`config.mk`:
```
export PLATFORM = sky130hd
export DESIGN_NAME = vpu_sparse_feeder
export DESIGN_NICKNAME = d
export VERILOG_FILES = /design/src/rtl/vpu_sparse_feeder.sv
export SDC_FILE = /design/constraint.sdc
export NUM_CORES = 1
export LEC_CHECK = 0
export CORE_MARGIN = 2
export CORE_UTILIZATION = 41
export CTS_CLUSTER_DIAMETER = 80
export DETAILED_ROUTE_END_ITERATION = 10
export HOLD_SLACK_MARGIN = 0.03
export MAX_ROUTING_LAYER = met4
export PLACE_DENSITY = 0.73
export SYNTH_ARGS = -nofsm -noshare
export SYNTH_HDL_FRONTEND = slang
export SYNTH_SLANG_ARGS = --single-unit
```
`constraint.sdc`:
```
create_clock -name clk -period 1.95 [get_ports clk]
set_clock_uncertainty 0.1 [all_clocks]
set_input_delay 0.2925 -clock clk [delete_from_list [all_inputs] [get_ports clk]]
set_output_delay 0.2925 -clock clk [all_outputs]
set_load 0.01 [all_outputs]
```
`src/rtl/vpu_sparse_feeder.sv`:
```
// vpu_sparse_feeder: accepts a dense job, streams its non-zero-weight lanes into the VPU and returns the result
module vpu_sparse_feeder #(
  parameter int NUM_DGS = 4,
  parameter int DATA_WIDTH = 8,
  parameter int ACCUM_WIDTH = 48,
  parameter int SPARSE_INDEX_WIDTH = 4,
  parameter int TIMEOUT_CYCLES = 1024
) (
  input  logic                          clk,
  input  logic                          rst_n,
  input  logic                          in_valid,
  output logic                          in_ready,
  input  logic [NUM_DGS*DATA_WIDTH-1:0] in_act,
  input  logic [NUM_DGS*DATA_WIDTH-1:0] in_wgt,
  output logic                          vpu_start,
  output logic                          vpu_beat,
  output logic [DATA_WIDTH-1:0]         vpu_activation,
  output logic [DATA_WIDTH-1:0]         vpu_weight,
  output logic [SPARSE_INDEX_WIDTH-1:0] vpu_sparse_index,
  input  logic                          vpu_done,
  input  logic [ACCUM_WIDTH-1:0]        vpu_result,
  output logic                          out_valid,
  input  logic                          out_ready,
  output logic [ACCUM_WIDTH-1:0]        out_data,
  output logic                          out_err,
  output logic                          busy
);
  localparam int IW = NUM_DGS > 1 ? $clog2(NUM_DGS) : 1;
  localparam int CW = $clog2(TIMEOUT_CYCLES) + 1;
  typedef enum logic [1:0] {IDLE, STREAM, WAIT_DONE, RESULT} state_t;
  state_t state, state_nxt;
  logic [NUM_DGS*DATA_WIDTH-1:0] act, wgt;
  logic [NUM_DGS-1:0] mask, in_mask;
  logic [IW-1:0] idx, nxt_idx, in_idx;
  logic nxt_found, first, timeout, accept;
  logic [CW-1:0] cnt;
  assign accept = state == IDLE && in_valid;
  assign timeout = cnt == CW'(TIMEOUT_CYCLES - 1);
  // zero-weight mask of the offered job and the lane searches (lowest candidate wins)
  always_comb begin
    in_mask = '0;
    in_idx = '0;
    nxt_idx = '0;
    nxt_found = 1'b0;
    for (int i = 0; i < NUM_DGS; i++) in_mask[i] = in_wgt[i*DATA_WIDTH +: DATA_WIDTH] == '0;
    for (int i = NUM_DGS - 1; i >= 0; i--) begin
      if (!in_mask[i]) in_idx = IW'(i);
      if (i > int'(idx) && !mask[i]) begin
        nxt_idx = IW'(i);
        nxt_found = 1'b1;
      end
    end
  end
  // state register
  always_ff @(posedge clk or negedge rst_n)
    if (!rst_n) state <= IDLE;
    else state <= state_nxt;
  // next-state decode
  always_comb begin
    state_nxt = state;
    case (state)
      IDLE:      if (in_valid) state_nxt = &in_mask ? RESULT : STREAM;
      STREAM:    if (!nxt_found) state_nxt = WAIT_DONE;
      WAIT_DONE: if (vpu_done || timeout) state_nxt = RESULT;
      RESULT:    if (out_ready) state_nxt = IDLE;
      default:   state_nxt = IDLE;
    endcase
  end
  // job operands, lane pointer, timeout counter and result capture
  always_ff @(posedge clk or negedge rst_n)
    if (!rst_n) begin
      act <= '0;
      wgt <= '0;
      mask <= '0;
      idx <= '0;
      first <= 1'b0;
      cnt <= '0;
      out_data <= '0;
      out_err <= 1'b0;
    end else begin
      if (accept) begin
        act <= in_act;
        wgt <= in_wgt;
        mask <= in_mask;
        idx <= in_idx;
        first <= 1'b1;
        out_data <= '0;
        out_err <= 1'b0;
      end
      if (state == STREAM) begin
        idx <= nxt_idx;
        first <= 1'b0;
      end
      cnt <= state == WAIT_DONE ? cnt + 1'b1 : '0;
      if (state == WAIT_DONE && vpu_done) begin
        out_data <= vpu_result;
        out_err <= 1'b0;
      end else if (state == WAIT_DONE && timeout) begin
        out_data <= '0;
        out_err <= 1'b1;
      end
    end
  assign in_ready = state == IDLE;
  assign busy = state != IDLE;
  assign out_valid = state == RESULT;
  assign vpu_beat = state == STREAM;
  assign vpu_start = vpu_beat && first;
  assign vpu_activation = vpu_beat ? act[idx*DATA_WIDTH +: DATA_WIDTH] : '0;
  assign vpu_weight = vpu_beat ? wgt[idx*DATA_WIDTH +: DATA_WIDTH] : '0;
  assign vpu_sparse_index = (state == STREAM || state == WAIT_DONE) ? mask : '0;
endmodule
```
---- Word level (Yosys, flattened, before mapping) ----
Index checks and enable logic that the tools add are counted.
word-level totals
  bits in registers ....................... 133
  bits of input ports ..................... 117
  output and inout port bits .............. 74
  word-level logic and storage cells ...... 75
operators by class
  add/subtract/negate cells ............... 1
  $lt $le $gt $ge ......................... 3
  equal/unequal tests ..................... 8
  shifts and indexed selects .............. 2
  multiplexer cells ....................... 30
  reduce and logical (&&, ||, !) cells .... 22
operator list
  operator                 count
  $mux W48                 3
  $shiftx A32 B6 Y8        2
  $logic_not A8 Y1         4
  $mux W2                  14
  $mux W8                  2
  $add A11 B1 Y11 const B  1
  $eq A11 B10 Y1 const B   1
  $mux W11                 1
  $mux W1                  8
  $pmux W2 S4              1
  $reduce_and A4 Y1        2
  $logic_and A1 B1 Y1      7
  $ne A2 B2 Y1 const B     3
  $eq A2 B2 Y1 const B     2
  $gt A2 B2 Y1 const A     2
  $mux W4                  1
  $reduce_bool A2 Y1       2
  $logic_not A1 Y1         3
  $reduce_bool A3 Y1       1
  $eq A2 B1 Y1 const B     1
  $gt A1 B2 Y1 const A     1
  $logic_not A2 Y1         1
  $logic_or A1 B1 Y1       2
  $ne A2 B1 Y1 const B     1

---- Depth between registers and ports, before layout ----
Gate-level depths: netlist of run 1.
  depth after elaboration ................. 7
  mapped depth ............................ 8
  depth with buffers taken out ............ 6

---- Least setup slack after synthesis of run 1 ----
OpenSTA, ideal clock, no wires.
  kind .................................... register to register
  start ................................... register state[0]
  end ..................................... register state[1]
  library setup time ...................... 0.125 ns
  arrival ................................. 1.737 ns
  data required time ...................... 1.725 ns
  slack ................................... -0.011 ns
  cell stages (with the launch flop) ...... 6
  path buffers ............................ 0
  period minus slack after synthesis ...... 1.961 ns
  path through ............................ dfrtp_1 > inv_1 > ha_1 > clkinv_1 > o311ai_1 > mux2_2
on the way
  cells in the longest elaborated chain, start to end .. 3
  elaborated cells between the ends (all ways) .. 10
  those cells by class .................... 7 x eq/ne; 1 x mux; 2 x reduce/logical
ends and longest elaborated chain
  item                                                           line  RTL
  start, declared                                                31    state_t state, state_nxt;
  start signal, assigned                                         57    else state <= state_nxt;
  $eq A2 B2 Y1 (tied with other cells)                           61    case (state)
  $ne A2 B2 Y1 (no source line) or $ne A2 B1 Y1 (tied branches)  --
  $reduce_and A4 Y1 (no source line)                             --
Several ways; a longest one is shown, not always the timed one.
A chain may end at the register's enable or synchronous reset.

---- Final worst setup path of run 1 ----
  start ................................... register idx[0]
  end ..................................... output port vpu_activation[0]
on the way
  cells in the longest elaborated chain, start to end .. 2
ends and longest elaborated chain
  item                    line  RTL
  start, declared         34    logic [IW-1:0] idx, nxt_idx, in_idx;
  start signal, assigned  85    idx <= in_idx;
  start signal, assigned  91    idx <= nxt_idx;
  $shiftx A32 B6 Y8       108   assign vpu_activation = vpu_beat ? act[idx*DATA_WIDTH +: DATA_WIDTH] : '0;
  $mux W8                 108
  end, declared           17    output logic [DATA_WIDTH-1:0] vpu_activation,
No other way between the ends.

==> reports/metrics.yaml, run 1 <==
run_status:
  outcome: "complete, but fails checks"
  violations: "negative setup slack"
drt:
  drt_wl_total_um: 15600
  routed_via_density: 5.19
  first_pass_iters: 4
  vias: 4337
  first_iter_violations: 193
  wl_per_cell_um: 18.6
  drc: 0
  drtAntennaViolNets: 0
sta:
  finalCritPeriodShare: 1.13
  setup_viol: 16
  finalMaxSlewViolations: 0
  fmaxAchievable_mhz: 456
  fin_ws_ps: -244
  rsz0062_at_grt: "true"
  tns_ps: -3400
  final_hold_viol_count: 0
  worst_pin_slew_ps: 473
  maxSlewHeadroom: 0.685
  fin_crit_ps: 2190
  worst_hold_slack_ps: 368
clock_network:
  clockRootBuffer: "clkbuf_16"
  cts.clk_slew.worst_paths_ps: 60
  cts_buffers: 17
  insertion_delay_ps: 420
  htree_levels: 4
  clockBufferDepth: 2
  cts_tree: "built"
  clkSinkCount: 133
setup_path:
  critPathRequiredTime_ps: 1560
  worstPathCellList: "buf_12, mux4_2, and2_4, buf_6"
  critPathCaptureType: "output pin"
  reg2reg_depth: 8
  arrival_ps: 1800
  startpoint_type: "flip-flop"
  reg2reg_from: "state[0]$_DFFE_PN0P_"
  path_max_fanout: 7
  critPathKind: "reg2out"
  max_stage_delay_ps: 510
  worstSetupPathDepth: 4
  cp_num_buf_inv: 2
  path_delay_family: "multiplexers"
  slowest_stage: "mux4_2"
  reg2reg_to: "out_data[23]$_DFFE_PN0P_"
  reg2reg_slack_ps: 40
synthesis:
  synth_area_um2: 5710
  yosys_warnings: 0
  synth_cells: 409
  synth_nets: 532
  yosysUniqueCellTypes: 43
  synth_top_area_share: 0.583
  ys_seq_area_frac: 0.583
  synth_seq_cells: 133
  synth_flop_cell: "dfrtp_1"
  synth_edf_count: 0
  synth.area.top_cells: "dfrtp_1 58%, mux2_2 13%, a22o_1 7.4%"
  yosysTopAreaCell: "dfrtp_1"
  avgSynthCellArea_um2: 14.0
  async_flop_share: 1.00
cells_and_area:
  num_antenna_cells: 0
  layout-drive-gt1-share: 0.328
  fin_util: 0.657
  layout_common_cells: "164 x clkdlybuf4s50_1, 131 x dfrtp_1, 65 x mux2_2"
  instances_no_fill: 836
  final_common_cell: "clkdlybuf4s50_1"
  syn_to_final_growth_pct: 57.7
  nets: 766
min_path:
  hold_path_class: "in2async"
place:
  gp_congestion: 0.868
  dp_slack_ps: -228
  post-dp-hpwl_um: 10600
  dp.cells: 794
  portBuffers: 190
power_and_ir_drop:
  p_leak_nw: 3.91
  p_comb_frac: 0.451
  cellPowerDensity_nw_per_um2: 1600
  switchingPower_mw: 4.37
  intPower_mw: 10.1
  p_sw_frac: 0.303
  peakVddDrop_v: 0.000887
  clockPowerShare: 0.224
  seq_power_share: 0.325
global_route:
  grt_pass1_vias: 4746
  track_usage: 0.222
  overflow: 0
  grt_pass1_wl_um: 24200
  grt_max_degree: 71
  antenna_found_initial: 0
run:
  maxCapViolations: 0
floorplan:
  initial_core_util: 0.416
  num_rows: 43
  dieArea_um2: 14900
  io_pins: 191
  die_h_um: 122
  dieWidth_um: 122
  core_um2: 13700
per-layer routing:
| layer | up-vias | wire length [µm] | GRT usage |
|---|---|---|---|
| li1 | 1981 | - | - |
| met1 | 2200 | 6450 | 0.267 |
| met4 | 0 | 385 | 0.0934 |
| met3 | 33 | 776 | 0.0566 |
| met5 | - | 0 | - |
| met2 | 123 | 7940 | 0.356 |
stage by stage:
stage | instance area (µm²) | power [mW]
finish | 9010 | 14.4
global route | 9010 | 15.2
CTS | 8830 | 14.1
detailed placement | 8140 | 10.5
global placement | 8140 | 10.4
floorplan | 5720 | 7.70
synth_stat cells (2+ instances only):
master    number
o21ai_0        9
nor2_1        14
nand2_1       13
buf_2          6
inv_1          7
a21oi_1        4
and2_1        23
buf_1          2
or3_1          3
nand3_1        3
nor4_1         8
mux4_2        16
mux2_2        65
dfrtp_1      133
nand4_1        3
a22o_1        48
buf_6          2
nor2b_1        2
clkbuf_1      15
xnor2_1        4
ha_1           6
nor3_1         2
power by group through the flow:
| stage | Sequential, mW | Combinational [mW] | Clock (mW) |
|---|---|---|---|
| after global routing | 4.84 | 6.94 | 3.43 |
| final | 4.68 | 6.51 | 3.24 |
| after detailed placement | 4.66 | 5.89 | 0 |
| after floorplan | 4.71 | 2.99 | 0 |
| after global placement | 4.60 | 5.75 | 0 |
| after CTS | 4.65 | 6.20 | 3.28 |
final cells by class:
class	count	area, µm²
flip-flops and latches	133	3330
inverters	8	30.0
clock inverters	12	154
multi-input cells	242	2350
fillers	1032	4710
repair buffers	241	2470
clock buffers	20	447
well taps	180	225
registers in the layout (all words and copies together), names as in the netlist:
signal and cells:
out_err 1, mask 4, act 32, idx 2, out_data 48, state 2, wgt 32, cnt 11
first 1
worst max path at each step:
stage	from	to	slack, ps
after floorplan	state[1]$_DFFE_PN0P_	state[1]$_DFFE_PN0P_	20
after global placement	in_wgt[1]	state[1]$_DFFE_PN0P_	-210
after detailed placement	in_wgt[1]	state[1]$_DFFE_PN0P_	-230
after CTS	idx[0]$_DFFE_PN0P_	vpu_activation[3]	-290
after global routing	idx[0]$_DFFE_PN0P_	vpu_activation[2]	-290
final	idx[0]$_DFFE_PN0P_	vpu_activation[0]	-240
tightest hold or removal path: cells and delay by family:
kind,cells,cell delay [ps]
buffers and inverters,3,1000
kinds of logic (layout without fill, tap and decap cells):
group / Yosys count / count (layout) / share of synthesized area
flip-flops: 133 / 133 / 0.583
XOR/XNOR: 5 / 5 / 0.00767
AND/OR/NAND/NOR: 74 / 74 / 0.0716
adder cells (fa/ha/maj): 6 / 6 / 0.0131
AO/OA/AOI/OAI: 75 / 75 / 0.105
buffers and inverters: 34 / 281 / 0.0269
multiplexers: 82 / 82 / 0.193
timing repair:
action | in CTS | in global routing
endpoints found under the setup margin | 40 | 89
resized for setup | 117 | 42
hold endpoints to repair | 133 | 0
setup buffers | 5 | 3
gates cloned | 1 | 3
hold buffers | 1 | 0
pin swaps | 16 | 3
No activity file was read; power rests on OpenSTA's default activity.
==> run 2: changes to the inputs <==
--- a/config.mk
+++ b/config.mk
@@ -12,6 +12,7 @@
 export HOLD_SLACK_MARGIN = 0.03
 export MAX_ROUTING_LAYER = met4
 export PLACE_DENSITY = 0.73
+export SLEW_MARGIN = 20
 export SYNTH_ARGS = -nofsm -noshare
 export SYNTH_HDL_FRONTEND = slang
 export SYNTH_SLANG_ARGS = --single-unit
==> results of run 2 <==
The final DEF is identical to that of run 1; final timing and power are the same.
